[config.mk]
export PLATFORM = sky130hd
export DESIGN_NAME = c3lib_tie_bank_lcell
export DESIGN_NICKNAME = d
export VERILOG_FILES = /design/src/rtl/c3lib_tie_bank_lcell.sv
export SDC_FILE = /design/constraint.sdc
export NUM_CORES = 1
export LEC_CHECK = 0
export CAP_MARGIN = 30
export CORE_ASPECT_RATIO = 0.7
export CORE_MARGIN = 3
export CORE_UTILIZATION = 53
export DETAILED_ROUTE_END_ITERATION = 16
export DONT_BUFFER_PORTS = 1
export PLACE_DENSITY = 0.79
export SLEW_MARGIN = 15
export SYNTH_ARGS = -nofsm -noshare
export SYNTH_HDL_FRONTEND = slang
export SYNTH_SLANG_ARGS = --single-unit
[constraint.sdc]
create_clock -name clk -period 1.4 [get_ports clk]
set_clock_uncertainty 0.2 [all_clocks]
set_input_delay 0.28 -clock clk [delete_from_list [all_inputs] [get_ports clk]]
set_output_delay 0.28 -clock clk [all_outputs]
set_load 0.01 [all_outputs]
[src/rtl/c3lib_tie_bank_lcell.sv]
// WIDTH-bit bank of static tie-off values with a serial shadow-register override.
// The new pattern is loaded LSB-first, applied on commit, and revert returns the bank to TIE_VAL.
module c3lib_tie_bank_lcell #(
  parameter int               WIDTH   = 8,
  parameter logic [WIDTH-1:0] TIE_VAL = {WIDTH{1'b1}},
  parameter int               CNT_W   = $clog2(WIDTH + 1)
) (
  input  logic             clk,
  input  logic             rst,
  input  logic             cfg_sin,
  input  logic             cfg_sin_vld,
  input  logic             cfg_commit,
  input  logic             cfg_revert,
  output logic [WIDTH-1:0] out,
  output logic             ovrd_active,
  output logic             shadow_full,
  output logic             cfg_err
);

  typedef enum logic [1:0] {
    ST_IDLE,
    ST_SHIFT,
    ST_FULL
  } state_e;

  localparam logic [CNT_W-1:0] LAST_CNT = CNT_W'(WIDTH - 1);
  localparam logic [CNT_W-1:0] ONE_CNT  = CNT_W'(1);

  state_e             r_state, w_state_nxt;
  logic [WIDTH-1:0]   r_shadow, w_shadow_nxt;
  logic [CNT_W-1:0]   r_cnt, w_cnt_nxt;
  logic [WIDTH-1:0]   r_out, w_out_nxt;
  logic               r_ovrd, w_ovrd_nxt;
  logic               r_err, w_err_nxt;
  logic [WIDTH-1:0]   w_shift;

  // A one-bit bank has no upper bits to shift down, so the new bit simply replaces the shadow.
  generate
    if (WIDTH == 1) begin : g_shift_one
      assign w_shift = cfg_sin;
    end else begin : g_shift_multi
      assign w_shift = {cfg_sin, r_shadow[WIDTH-1:1]};
    end
  endgenerate

  always_comb begin
    // NOTE: every signal gets a default before the case; a path that skips an assignment would infer a latch.
    w_state_nxt  = r_state;
    w_shadow_nxt = r_shadow;
    w_cnt_nxt    = r_cnt;
    w_out_nxt    = r_out;
    w_ovrd_nxt   = r_ovrd;
    w_err_nxt    = 1'b0;

    if (cfg_revert) begin
      // Revert outranks everything except reset and silently drops any commit or data bit.
      w_state_nxt  = ST_IDLE;
      w_shadow_nxt = TIE_VAL;
      w_cnt_nxt    = '0;
      w_out_nxt    = TIE_VAL;
      w_ovrd_nxt   = 1'b0;
    end else begin
      unique case (r_state)
        ST_IDLE: begin
          if (cfg_sin_vld) begin
            w_shadow_nxt = w_shift;
            w_cnt_nxt    = ONE_CNT;
            w_state_nxt  = (WIDTH == 1) ? ST_FULL : ST_SHIFT;
          end
          if (cfg_commit) w_err_nxt = 1'b1;
        end
        ST_SHIFT: begin
          if (cfg_sin_vld) begin
            w_shadow_nxt = w_shift;
            w_cnt_nxt    = r_cnt + ONE_CNT;
            if (r_cnt == LAST_CNT) w_state_nxt = ST_FULL;
          end
          if (cfg_commit) w_err_nxt = 1'b1;
        end
        ST_FULL: begin
          if (cfg_sin_vld) w_err_nxt = 1'b1;
          if (cfg_commit) begin
            // The shadow keeps the committed pattern; only the counter restarts.
            w_out_nxt   = r_shadow;
            w_ovrd_nxt  = 1'b1;
            w_cnt_nxt   = '0;
            w_state_nxt = ST_IDLE;
          end
        end
        default: begin
          w_state_nxt = ST_IDLE;
          w_cnt_nxt   = '0;
        end
      endcase
    end
  end

  always_ff @(posedge clk) begin
    // NOTE: state registers use non-blocking assignments so every flop samples pre-edge values.
    if (rst) begin
      r_state  <= ST_IDLE;
      r_shadow <= TIE_VAL;
      r_cnt    <= '0;
      r_out    <= TIE_VAL;
      r_ovrd   <= 1'b0;
      r_err    <= 1'b0;
    end else begin
      r_state  <= w_state_nxt;
      r_shadow <= w_shadow_nxt;
      r_cnt    <= w_cnt_nxt;
      r_out    <= w_out_nxt;
      r_ovrd   <= w_ovrd_nxt;
      r_err    <= w_err_nxt;
    end
  end

  assign out         = r_out;
  assign ovrd_active = r_ovrd;
  assign shadow_full = (r_state == ST_FULL);
  assign cfg_err     = r_err;

endmodule

### Yosys cells after proc, flatten, opt, wreduce, memory -nomap -nowiden

Index checks and enable logic that the tools add are counted.

| cells by class | value |
|---|---|
| mux-type cells | 12 |
| equality and inequality tests | 7 |
| reduce and logical (&&, ||, !) cells | 7 |
| add/subtract/negate cells | 1 |

Operators with widths:

| cell | number |
|---|---|
| 4-bit two-way mux | 3 |
| 4-bit case mux with 3 select lines | 1 |
| 2-bit two-way mux | 4 |
| 2-bit != test, second input constant | 4 |
| 2-bit case mux with 3 select lines | 1 |
| 4-bit by 1-bit adder with 4-bit output, second input constant | 1 |
| 4-bit by 3-bit equality test with 1-bit output, second input constant | 1 |
| 2-bit AND reduction | 2 |
| 4-bit AND reduction | 1 |
| 2-bit OR reduction | 2 |
| 3-bit AND reduction | 1 |
| 2-bit by 1-bit equality test with 1-bit output, second input constant | 1 |
| 2-bit equality test, second input constant | 1 |
| 2-bit zero test | 1 |
| 1-bit two-way mux | 2 |
| 1-bit case mux with 2 select lines | 1 |

| word-level totals | value |
|---|---|
| logic and storage cells | 33 |
| register bits after elaboration | 24 |

### Logic depth before layout (Yosys ltp)

Gate-level depths: netlist of run 1.

| depth | value |
|---|---|
| word-level depth | 4 |
| mapped depth | 5 |

### Worst setup path after synthesis of run 1

No wires, ideal clock.

| timing | value |
|---|---|
| path type | flip-flop to flip-flop |
| start | register r_cnt[0] |
| end | register r_state[0] |
| period minus slack after synthesis | 1332 ps |
| setup slack | 68 ps |
| arrival | 1028 ps |
| stages on the path, launching flop included | 4 |
| buffers on the path | 0 |
| cell sequence | dfxtp_1 > ha_1 > and4b_1 > a2111oi_2 |

| between the ends | value |
|---|---|
| longest elaborated chain between the ends | 3 |

Ends and longest elaborated chain:

| element | RTL line | source |
|---|---|---|
| start: declaration | 31 | `logic [CNT_W-1:0] r_cnt, w_cnt_nxt;` |
| start signal: assignment | 110 | `r_cnt <= w_cnt_nxt;` |
| 4-bit by 3-bit equality test with 1-bit output | 76 | `if (r_cnt == LAST_CNT) w_state_nxt = ST_FULL;` |
| 2-bit != test (no line) | - |  |
| 4-bit AND reduction (no line) | - |  |
| end signal: assignment | 108 | `r_state <= w_state_nxt;` |
| end: declaration | 29 | `state_e r_state, w_state_nxt;` |

Every way passes these cells.
A chain may end at the register's enable or synchronous reset.

### Worst setup path in the final report of run 1

| timing | value |
|---|---|
| start | register r_state[0] |
| end | output shadow_full |

| between the ends | value |
|---|---|
| longest elaborated chain between the ends | 1 |

Ends and longest elaborated chain:

| element | RTL line | source |
|---|---|---|
| 2-bit equality test | 119 | `assign shadow_full = (r_state == ST_FULL);` |
| end: declaration | 16 | `output logic shadow_full,` |

Every way passes these cells.

==> impl_results.md, run 1 <==
- Pleak: 0.000470 uW
- Share of the synthesized area in the top cell type: 48.9%
- IO Pins: 17
- Layout cells sized above 1: 16.8%
- Layout area overhead: 8.65%
- Seq/Total Area, Yosys: 48.9%
- Pins Over Slew Limit: 0
- CTS Sinks: 24
- CTS tree: done
- Post-synth top area cell: dfxtp_1
- Die Area: 2420 sq um
- Yosys warns: 0
- Core footprint: 1670 sq um
- WL/cell: 14.5 um
- Routed wire length: 2.03 mm
- CTS root buf: clkbuf_4
- Die Height: 42.0 um
- First DRT Iteration DRCs: 31
- Placed Cells: 134
- Startpoint Class: flop
- Clock-pin slew on the worst setup and hold paths: 120 ps
- Final Util: 64.1%
- First-pass GRT wire length: 3.27 mm
- Xor and xnor area share after synthesis: 0%
- CP Buf/Inv Count: 0
- R2r worst-path depth: 3
- Count of final setup violators: 0
- Fmax: 722 MHz
- # fillers: 153
- Required @ worst endpoint: 920 ps
- Vias in the first global route: 755
- Pwr dens: 1020 nW/um^2
- Layout net count: 128
- Routed length on met1: 935 um
- FF+latch count, synth: 24
- Worst skew pair latency: 310 ps
- Minimum clock period: 1380 ps
- Synth unique cells: 26
- Die X: 57.5 um
- Port bufs: 0
- Max layer used: met4
- Post-Syn Instances: 116
- Total power: 1090 uW
- H-Tree Depth: 1
- Setup CP Type: reg -> out
- RSZ-0062 raised after global routing: true
- Largest family of logic cells by synthesized area: simple AND/OR/NAND/NOR gates
- Worst-case clock buffer depth: 2
- Hold path cells: 3
- Routed vias: 806
- Hpwl dp: 1.41 mm
- Main area contributors after synthesis: dfxtp_1, nand2_1, nand3_1, nor2_1, buf_6
- CP Depth: 1
- # rows: 12
- Rel. slew slack: 76.3%
- Gpl congestion: 0.952
- Setup ws final: 15.1 ps
- Status: completed
- WL met3: 135 um
- GRT Util Overall: 17.2%
- Net count after synthesis: 123
- Maximum vdd drop: 0.000747 V
- CP Max Fanout: 12
- Worst Max-Slew Pin Slew: 356 ps
- CP max-delay cell: dfxtp_2
- GRT overflow: 0
- Met2 wire length: 947 um
- Antenna cells: 0
- ANT nets after route: 0
- Slowest cell delay on critical path: 420 ps
- Fin. Hold Viols: 0
- Mux contribution to synthesized area: 0%
- Post-synthesis adder-cell area fraction: 1.27%
- Syn Area/Cell: 8.48 sq um
- Largest net degree at the start of global routing: 18
- Synth Area in Simple Gates: 35.5%
- Crit path capture type: output pin
- DRC: 0
- Mapped Area: 983 sq um
- Critical path data arrival time: 900 ps
- Tcrit/Tclk final: 98.9%
- Compound-Gate Fraction of Synth Area: 9.67%
- Num CTS Buffers: 3
- Top delay family on crit path: flip-flops
- Starting Density: 59.0%
- Total of max-cap violations: 0
- Setup WS pre-CTS: -42.7 ps
- Via density: 5.76
- Hold Crit Class: in -> reg
- Pre-Repair DR Iteration Count: 4
- Initial antenna violation count: 0
- Crit-path cells: nor2b_4
- Post-Layout Cell Count: 140
-- worst paths after layout --
| path | from | end | slack, ps |
|---|---|---|---|
| max | r_state[0]$_SDFFE_PP0P_ | shadow_full | 20 |
| min | cfg_commit | r_state[1]$_SDFFE_PP0P_ | 10 |
| max reg2reg | r_cnt[1]$_SDFFE_PP0P_ | r_state[0]$_SDFFE_PP0P_ | 30 |
| min reg2reg | r_shadow[4]$_SDFFE_PP1P_ | out[4]$_SDFFE_PP1P_ | 290 |
-- placed cells by master, fill, tap and decap left out --
| cell | netlist | final |
|---|---|---|
| a2111oi_2 | 1 | 1 |
| a211oi_1 | 1 | 1 |
| a21bo_2 | 1 | 1 |
| a21oi_1 | 4 | 3 |
| a21oi_2 | 0 | 1 |
| a311oi_1 | 1 | 1 |
| a31oi_1 | 2 | 2 |
| and3_1 | 1 | 1 |
| and3b_1 | 1 | 1 |
| and4b_1 | 1 | 1 |
| buf_4 | 0 | 4 |
| buf_6 | 2 | 1 |
| clkbuf_4 | 0 | 3 |
| dfxtp_1 | 24 | 20 |
| dfxtp_2 | 0 | 3 |
| dfxtp_4 | 0 | 1 |
| dlygate4sd3_1 | 0 | 2 |
| ha_2 | 0 | 1 |
| nand2_1 | 34 | 34 |
| nand2b_1 | 1 | 1 |
| nand3_1 | 18 | 18 |
| nand3b_1 | 1 | 1 |
| nor2_1 | 7 | 7 |
| nor2b_1 | 2 | 1 |
| nor2b_4 | 1 | 2 |
| nor3b_1 | 2 | 2 |
| nor3b_4 | 1 | 1 |
| o21ai_0 | 2 | 2 |
| o221a_2 | 1 | 1 |
| or2_1 | 1 | 1 |
-- cells in the mapped netlist --
cell type and instances:
a2111oi_2 1, a211oi_1 1, a21bo_2 1, a21oi_1 4
a311oi_1 1, a31oi_1 2, and3_1 1, and3b_1 1
and4b_1 1, buf_2 4, buf_6 2, clkbuf_1 1
dfxtp_1 24, ha_1 1, nand2_1 34, nand2b_1 1
nand3_1 18, nand3b_1 1, nor2_1 7, nor2b_1 2
nor2b_4 1, nor3b_1 2, nor3b_4 1, o21ai_0 2
o221a_2 1, or2_1 1
-- through the flow --
stage,hold slack (ps),TNS (ps),area (sq um)
after floorplan,176,0,983
after global placement,173,0,993
after CTS,6.95,0,1050
after global routing,26.5,-49.6,1070
final,12.3,0,1070
after detailed placement,174,-111,993
-- layer usage --
layer / global-route usage (%) / vias up
li1: - / 402
met1: 23.0 / 375
met2: 27.3 / 25
met3: 6.77 / 4
met4: 1.85 / 0
met5: 0 / -
-- layout make-up --
type,instances,area (sq um),share of cell area [%]
multi-input cells,85,470,44.0
clock buffers,3,22.5,2.11
well taps,21,26.3,2.46
flip-flops and latches,24,488,45.7
repair buffers,7,61.3,5.74
-- logic make-up after synthesis --
logic type                 count (synthesis)
AOI/OAI and AO/OA                         13
adders and majority gates                  1
buffers and inverters                      7
DFF                                       24
and+or+nand+nor                           71
-- timing repair --
| action | in CTS | in global routing |
|---|---|---|
| pin swaps | 0 | 4 |
| endpoints found under the setup margin | 12 | 11 |
| hold endpoints to repair | 4 | 0 |
| buffers inserted | 0 | 1 |
| resized for setup | 6 | 4 |
| hold buffers | 2 | 0 |
| cloned | 0 | 0 |
-- power by group --
group          internal, uW  leakage [uW]  switching, uW  total, uW
registers               695      0.000197           14.5        710
logic                  37.0      0.000259           47.3       84.3
clock network           101     0.0000138            193        294
-- flip-flops by register name (all words and copies together), names as in the netlist --
name         flops
ovrd_active      1
cfg_err          1
out              8
r_cnt            4
r_shadow         8
r_state          2
No activity file was read; power rests on OpenSTA's default activity.
==> run 2, diff against run 1 <==
--- a/config.mk
+++ b/config.mk
@@ -5,8 +5,8 @@
 export SDC_FILE = /design/constraint.sdc
 export NUM_CORES = 1
 export LEC_CHECK = 0
+export ABC_AREA = 1
 export CAP_MARGIN = 30
-export CORE_ASPECT_RATIO = 0.7
 export CORE_MARGIN = 3
 export CORE_UTILIZATION = 53
 export DETAILED_ROUTE_END_ITERATION = 16
==> run 2 against run 1 <==
Compared with the run above:
- setup slack improved by 30 ps
- worst hold slack got worse by 10 ps
- global-route usage increased by 0.81 points
- area after synthesis decreased by 5.6%
- routed wire length decreased by 7.5%
- total power increased by 9.0%
- sequential power increased by 1%
- non-clock buffer count increased by 2
- combinational power increased by 33%
- critical path type unchanged
- highest routed layer unchanged
==> impl_results.md, run 2 <==
- GRT overflow: 0
- Pre-Repair DR Iteration Count: 6
- Worst Max-Slew Pin Slew: 223 ps
- Largest net degree at the start of global routing: 18
- Async S/R FF share, synth: 0%
- Crit-path cells: nand2_2 -> inv_2
- Worst-case clock buffer depth: 2
- Status: completed
- Die X: 47.9 um
- Critical Path Start: r_state[1]$_SDFFE_PP0P_
- Rel. slew slack: 85.1%
- Commonest non-fill, non-tap cell in the layout: nand2_1
- Setup ws final: 44.9 ps
- Post-route cell area: 1060 sq um
- Pins Over Slew Limit: 0
- WL/cell: 12.5 um
- Antenna cells: 0
- CTS root buf: clkbuf_4
- Share of the synthesized area in the top cell type: 51.8%
- Most frequent cells in the layout: nand2_1, dfxtp_1, nand3_1, a21oi_1, inv_2
- R2r worst-path depth: 6
- Fmax: 738 MHz
- Minimum hold slack: 1.99 ps
- Net count after synthesis: 132
- Gpl congestion: 0.816
- Placement-stage cell area: 946 sq um
- Post-synth top area cell: dfxtp_1
- Hold Crit Class: in -> reg
- Hold path cells: 3
- Initial antenna violation count: 0
- Critical path data arrival time: 880 ps
- Synth top cells by count: nand2_1, dfxtp_1, nand3_1, a21oi_1, inv_2
- Seq/Total Area, Yosys: 51.8%
- Vias in the first global route: 691
- Setup WS pre-CTS: 124 ps
- Hold Startpoint: cfg_commit
- Fin. Hold Viols: 0
- Crit path capture type: output pin
- Pwr dens: 1120 nW/um^2
- FF+latch count, synth: 24
- Count of final setup violators: 0
- Hold Path Sink: out[1]$_SDFFE_PP1P_
- Required @ worst endpoint: 920 ps
- Die Height: 47.9 um
- Num CTS Buffers: 3
- CTS Sinks: 24
- Mapped Area: 928 sq um
- Yosys warns: 0
- Maximum vdd drop: 0.000610 V
- Slowest cell delay on critical path: 400 ps
- GRT Util Overall: 18.1%
- Layout cells sized above 1: 16.3%
- Worst R2R Start: r_state[0]$_SDFFE_PP0P_
- Setup CP Type: reg -> out
- Total of max-cap violations: 0
- IO Pins: 17
- Routed wire length: 1.88 mm
- Tcrit/Tclk final: 96.8%
- Post-Syn Instances: 125
- Routed vias: 831
- H-Tree Depth: 1
- CP Max Fanout: 4
- Number of synthesized flops with an enable pin: 0
- DRC: 0
- Most frequent cell after synthesis: nand2_1
- Die Area: 2290 sq um
- Main area contributors after synthesis: dfxtp_1, nand2_1, nand3_1, a21oi_1, inv_2
- First-pass GRT wire length: 2.91 mm
- Reg2reg setup slack: 90 ps
- Via density: 5.50
- Worst skew pair latency: 300 ps
- Layout area overhead: 13.7%
- Worst r2r dst: r_cnt[1]$_SDFFE_PP0P_
- First DRT Iteration DRCs: 26
- # rows: 14
- Clock-pin slew on the worst setup and hold paths: 130 ps
- Syn Area/Cell: 7.43 sq um
- Core footprint: 1580 sq um
- Minimum clock period: 1360 ps
- CP max-delay cell: dfxtp_2
- Hpwl dp: 1.23 mm
- ANT nets after route: 0
- Most used DFF post-synth: dfxtp_1
- CTS tree: done
- Layout net count: 143
- Startpoint Class: flop
- Starting Density: 58.9%
- Pleak: 0.000512 uW
- Synth unique cells: 15
- Port bufs: 0
run 2: changes by cell type in the layout (fill, tap and decap cells not counted), moves of 3 or more:
cell     delta
inv_2       +6
a21oi_1     +4
nand2_2     +3
nor2_1      -3
inv_1       +4
nand2_1    +14
run 2: timing repair:
action                                  CTS  global route
endpoints found under the setup margin    1             6
gates resized for setup                   1             4
hold buffers                              4             0
hold endpoints to repair                  5             0
gates cloned                              0             0
buffers inserted                          1             2
run 2: how the worst max path moves through the flow:
stage | cells after the start | endpoint | slack (ps)
2_1_floorplan | 6 | ovrd_active$_SDFFE_PP0P_ | 240
5_1_grt | 2 | shadow_full | -20
3_5_place_dp | 6 | ovrd_active$_SDFFE_PP0P_ | 120
6_report | 2 | shadow_full | 40
4_1_cts | 2 | shadow_full | 10
3_3_place_gp | 5 | r_cnt[2]$_SDFFE_PP0P_ | 170
run 2: cell families after synthesis:
| group | share of synthesized area [%] |
|---|---|
| and+or+nand+nor | 35.8 |
| DFF | 51.8 |
| buffers and inverters | 5.93 |
| AOI/OAI and AO/OA | 5.12 |
| adders and majority gates | 1.35 |
run 2: stage by stage:
step / power, uW / util (%) / TNS [ps] / instances
CTS: 1180 / 65.4 / 0 / 149
floorplan: 803 / - / 0 / 125
finish: 1190 / 67.0 / 0 / 151
global route: 1240 / 67.0 / -20.7 / 151
global placement: 819 / 60.0 / 0 / 140
detailed placement: 821 / 60.0 / 0 / 140
run 2: layout make-up:
cell class,instances,area (sq um)
repair buffers,9,77.6
flip-flops and latches,24,483
clock buffers,4,36.3
inverters,10,37.5
fillers,127,520
multi-input cells,88,402
well taps,16,20.0
run 2: report_power, final:
part	switching, uW	internal, uW	leakage [uW]
logic	68.7	42.8	0.000294
clock network	199	159	0.0000210
registers	15.9	701	0.000196
run 2: worst max-delay path, delay by kind of cell (launching register included):
kind | cells | cell delay, ps
buf+inv | 1 | 100
simple gates | 1 | 70
flops | 1 | 400
run 2: metal layers:
layer,track usage (%),vias to the layer above,wire length [um]
met2,27.2,35,875
li1,-,422,-
met4,7.53,0,26
met3,5.64,4,123
met1,23.8,370,856
met5,0,-,0
==> run 3, diff against run 2 <==
--- a/config.mk
+++ b/config.mk
@@ -8,10 +8,10 @@
 export ABC_AREA = 1
 export CAP_MARGIN = 30
 export CORE_MARGIN = 3
-export CORE_UTILIZATION = 53
+export CORE_UTILIZATION = 55
 export DETAILED_ROUTE_END_ITERATION = 16
 export DONT_BUFFER_PORTS = 1
-export PLACE_DENSITY = 0.79
+export PLACE_DENSITY = 0.78
 export SLEW_MARGIN = 15
 export SYNTH_ARGS = -nofsm -noshare
 export SYNTH_HDL_FRONTEND = slang
==> constraint.sdc (replaced) <==
create_clock -name clk -period 1.5 [get_ports clk]
set_clock_uncertainty 0.2 [all_clocks]
set_input_delay 0.3 -clock clk [delete_from_list [all_inputs] [get_ports clk]]
set_output_delay 0.3 -clock clk [all_outputs]
set_load 0.01 [all_outputs]
==> run 3 against run 2 <==
Compared with the run above:
- largest power group unchanged
- utilization shrank 0.18 points
- worst hold slack improved by 39 ps
- first-iteration DRC count shrank 31%
- global-route usage grew 1.1 points
- critical path depth increased by 1
- sequential share of layout area rose by 0.92 points
- combinational power is 15% lower
- die area decreased by 3.2%
- via count fell by 4.6%
- cell area fell by 2.5%
==> impl_results.md, run 3 (synthesis gave the netlist of run 2 again) <==
- Status: completed
- Placed Cells: 139
- Port bufs: 0
- Post-CTS Setup Inserts: 0
- CP max-delay cell: dfxtp_1
- Setup ws final: 67.4 ps
- GRT Util Overall: 19.1%
- Tcrit/Tclk final: 95.5%
- Slowest cell delay on critical path: 420 ps
- Reg2reg setup slack: 160 ps
- Core footprint: 1540 sq um
- Layout cells sized above 1: 11.4%
- Pwr dens: 1060 nW/um^2
- Antenna cells: 0
- Initial antenna violation count: 0
- Routed wire length: 1.78 mm
- Hpwl dp: 1.26 mm
- Via density: 5.36
- Setup CP Type: reg -> out
- Total power: 1100 uW
- Clock-pin slew on the worst setup and hold paths: 120 ps
- Final Util: 66.8%
- Worst Max-Slew Pin Slew: 254 ps
- GRT overflow: 0
- Pleak: 0.000494 uW
- Layout area overhead: 10.9%
- Top delay family on crit path: flip-flops
- Startpoint Class: flop
- Largest net degree at the start of global routing: 18
- Setup_tns: 0 ps
- Starting Density: 60.2%
- ANT nets after route: 0
- CP Buf/Inv Count: 2
- IO Pins: 17
- DRC: 0
- First-pass GRT wire length: 3.02 mm
- Routed vias: 793
- Critical Path Start: r_state[0]$_SDFFE_PP0P_
- Post-Layout Cell Count: 148
- Critical path data arrival time: 930 ps
- Rel. slew slack: 83.0%
- CP Depth: 3
- Required @ worst endpoint: 1000 ps
- Num CTS Buffers: 3
- Pre-Repair DR Iteration Count: 4
- Die Area: 2220 sq um
- Fmax: 698 MHz
- Count of final setup violators: 0
- CP Max Fanout: 4
- Minimum clock period: 1430 ps
- Crit-path cells: inv_2 -> nand2_1 -> inv_2
- Die X: 47.1 um
- # rows: 14
- Crit path capture type: output pin
- Total of max-cap violations: 0
- Most frequent CP cell: inv_2
- Fin. Hold Viols: 0
- CTS root buf: clkbuf_4
- Maximum vdd drop: 0.000668 V
- Worst r2r dst: r_cnt[1]$_SDFFE_PP0P_
- Gpl congestion: 0.764
- Layout net count: 140
- CTS Sinks: 24
- Setup WS pre-CTS: 108 ps
- RSZ-0062 raised after global routing: false
- Most frequent cells in the layout: nand2_1, dfxtp_1, nand3_1, a21oi_1, inv_2
- H-Tree Depth: 1
- Die Height: 47.1 um
- Pins Over Slew Limit: 0
- First DRT Iteration DRCs: 18
- Worst-case clock buffer depth: 2
- Hold Crit Class: in -> reg
- Setup crit end: shadow_full
- CTS tree: done
- Commonest non-fill, non-tap cell in the layout: nand2_1
- Worst R2R Start: r_state[1]$_SDFFE_PP0P_
- Vias in the first global route: 711
- Worst skew pair latency: 310 ps
- R2r worst-path depth: 6
- WL/cell: 12.0 um
[run 3: cell count changes in the layout (fill, tap and decap cells not counted), sizes merged]
cell / previous run / this run
buf: 5 / 1
dlygate4sd3: 4 / 5
[run 3: per-layer routing]
| metal | vias up | wire length [um] | GRT usage (%) |
|---|---|---|---|
| li1 | 417 | - | - |
| met1 | 349 | 855 | 27.1 |
| met2 | 23 | 800 | 27.4 |
| met3 | 4 | 106 | 6.13 |
| met4 | 0 | 17 | 6.63 |
| met5 | - | 0 | 0 |
[run 3: worst min path at each step]
stage | startpoint | endpoint | slack, ps | depth (start not counted)
2_1_floorplan | cfg_sin | r_shadow[7]$_SDFFE_PP1P_ | 210 | 2
3_3_place_gp | cfg_sin | r_shadow[7]$_SDFFE_PP1P_ | 220 | 2
3_5_place_dp | cfg_sin | r_shadow[7]$_SDFFE_PP1P_ | 230 | 2
4_1_cts | cfg_commit | out[0]$_SDFFE_PP1P_ | 30 | 3
5_1_grt | cfg_commit | out[7]$_SDFFE_PP1P_ | 30 | 3
6_report | cfg_commit | out[1]$_SDFFE_PP1P_ | 40 | 3
[run 3: worst min-delay path: stages]
cell and delay [ps]:
nand2_4 70, nand2_1 70, nand3_1 60
[run 3: timing repair]
action / in CTS / in global routing
hold buffers: 5 / 0
resized for setup: 0 / 2
endpoints found under the hold margin: 5 / 0
setup endpoints to repair: 0 / 10
[run 3: through the flow]
step | instance area, sq um | hold WS, ps
CTS | 1020 | 30.9
detailed placement | 938 | 231
global route | 1030 | 34.5
floorplan | 928 | 213
finish | 1030 | 40.5
global placement | 938 | 218
[run 3: power breakdown]
part           internal, uW  switching [uW]
Clock                   148             184
Sequential              654            15.2
Combinational          34.1            61.1
[run 3: cell type report]
type / instances / area [sq um]
clock buffers: 4 / 36.3
fillers: 141 / 512
inverters: 10 / 37.5
multi-input cells: 88 / 398
flip-flops and latches: 24 / 480
well taps: 16 / 20.0
repair buffers: 6 / 57.6
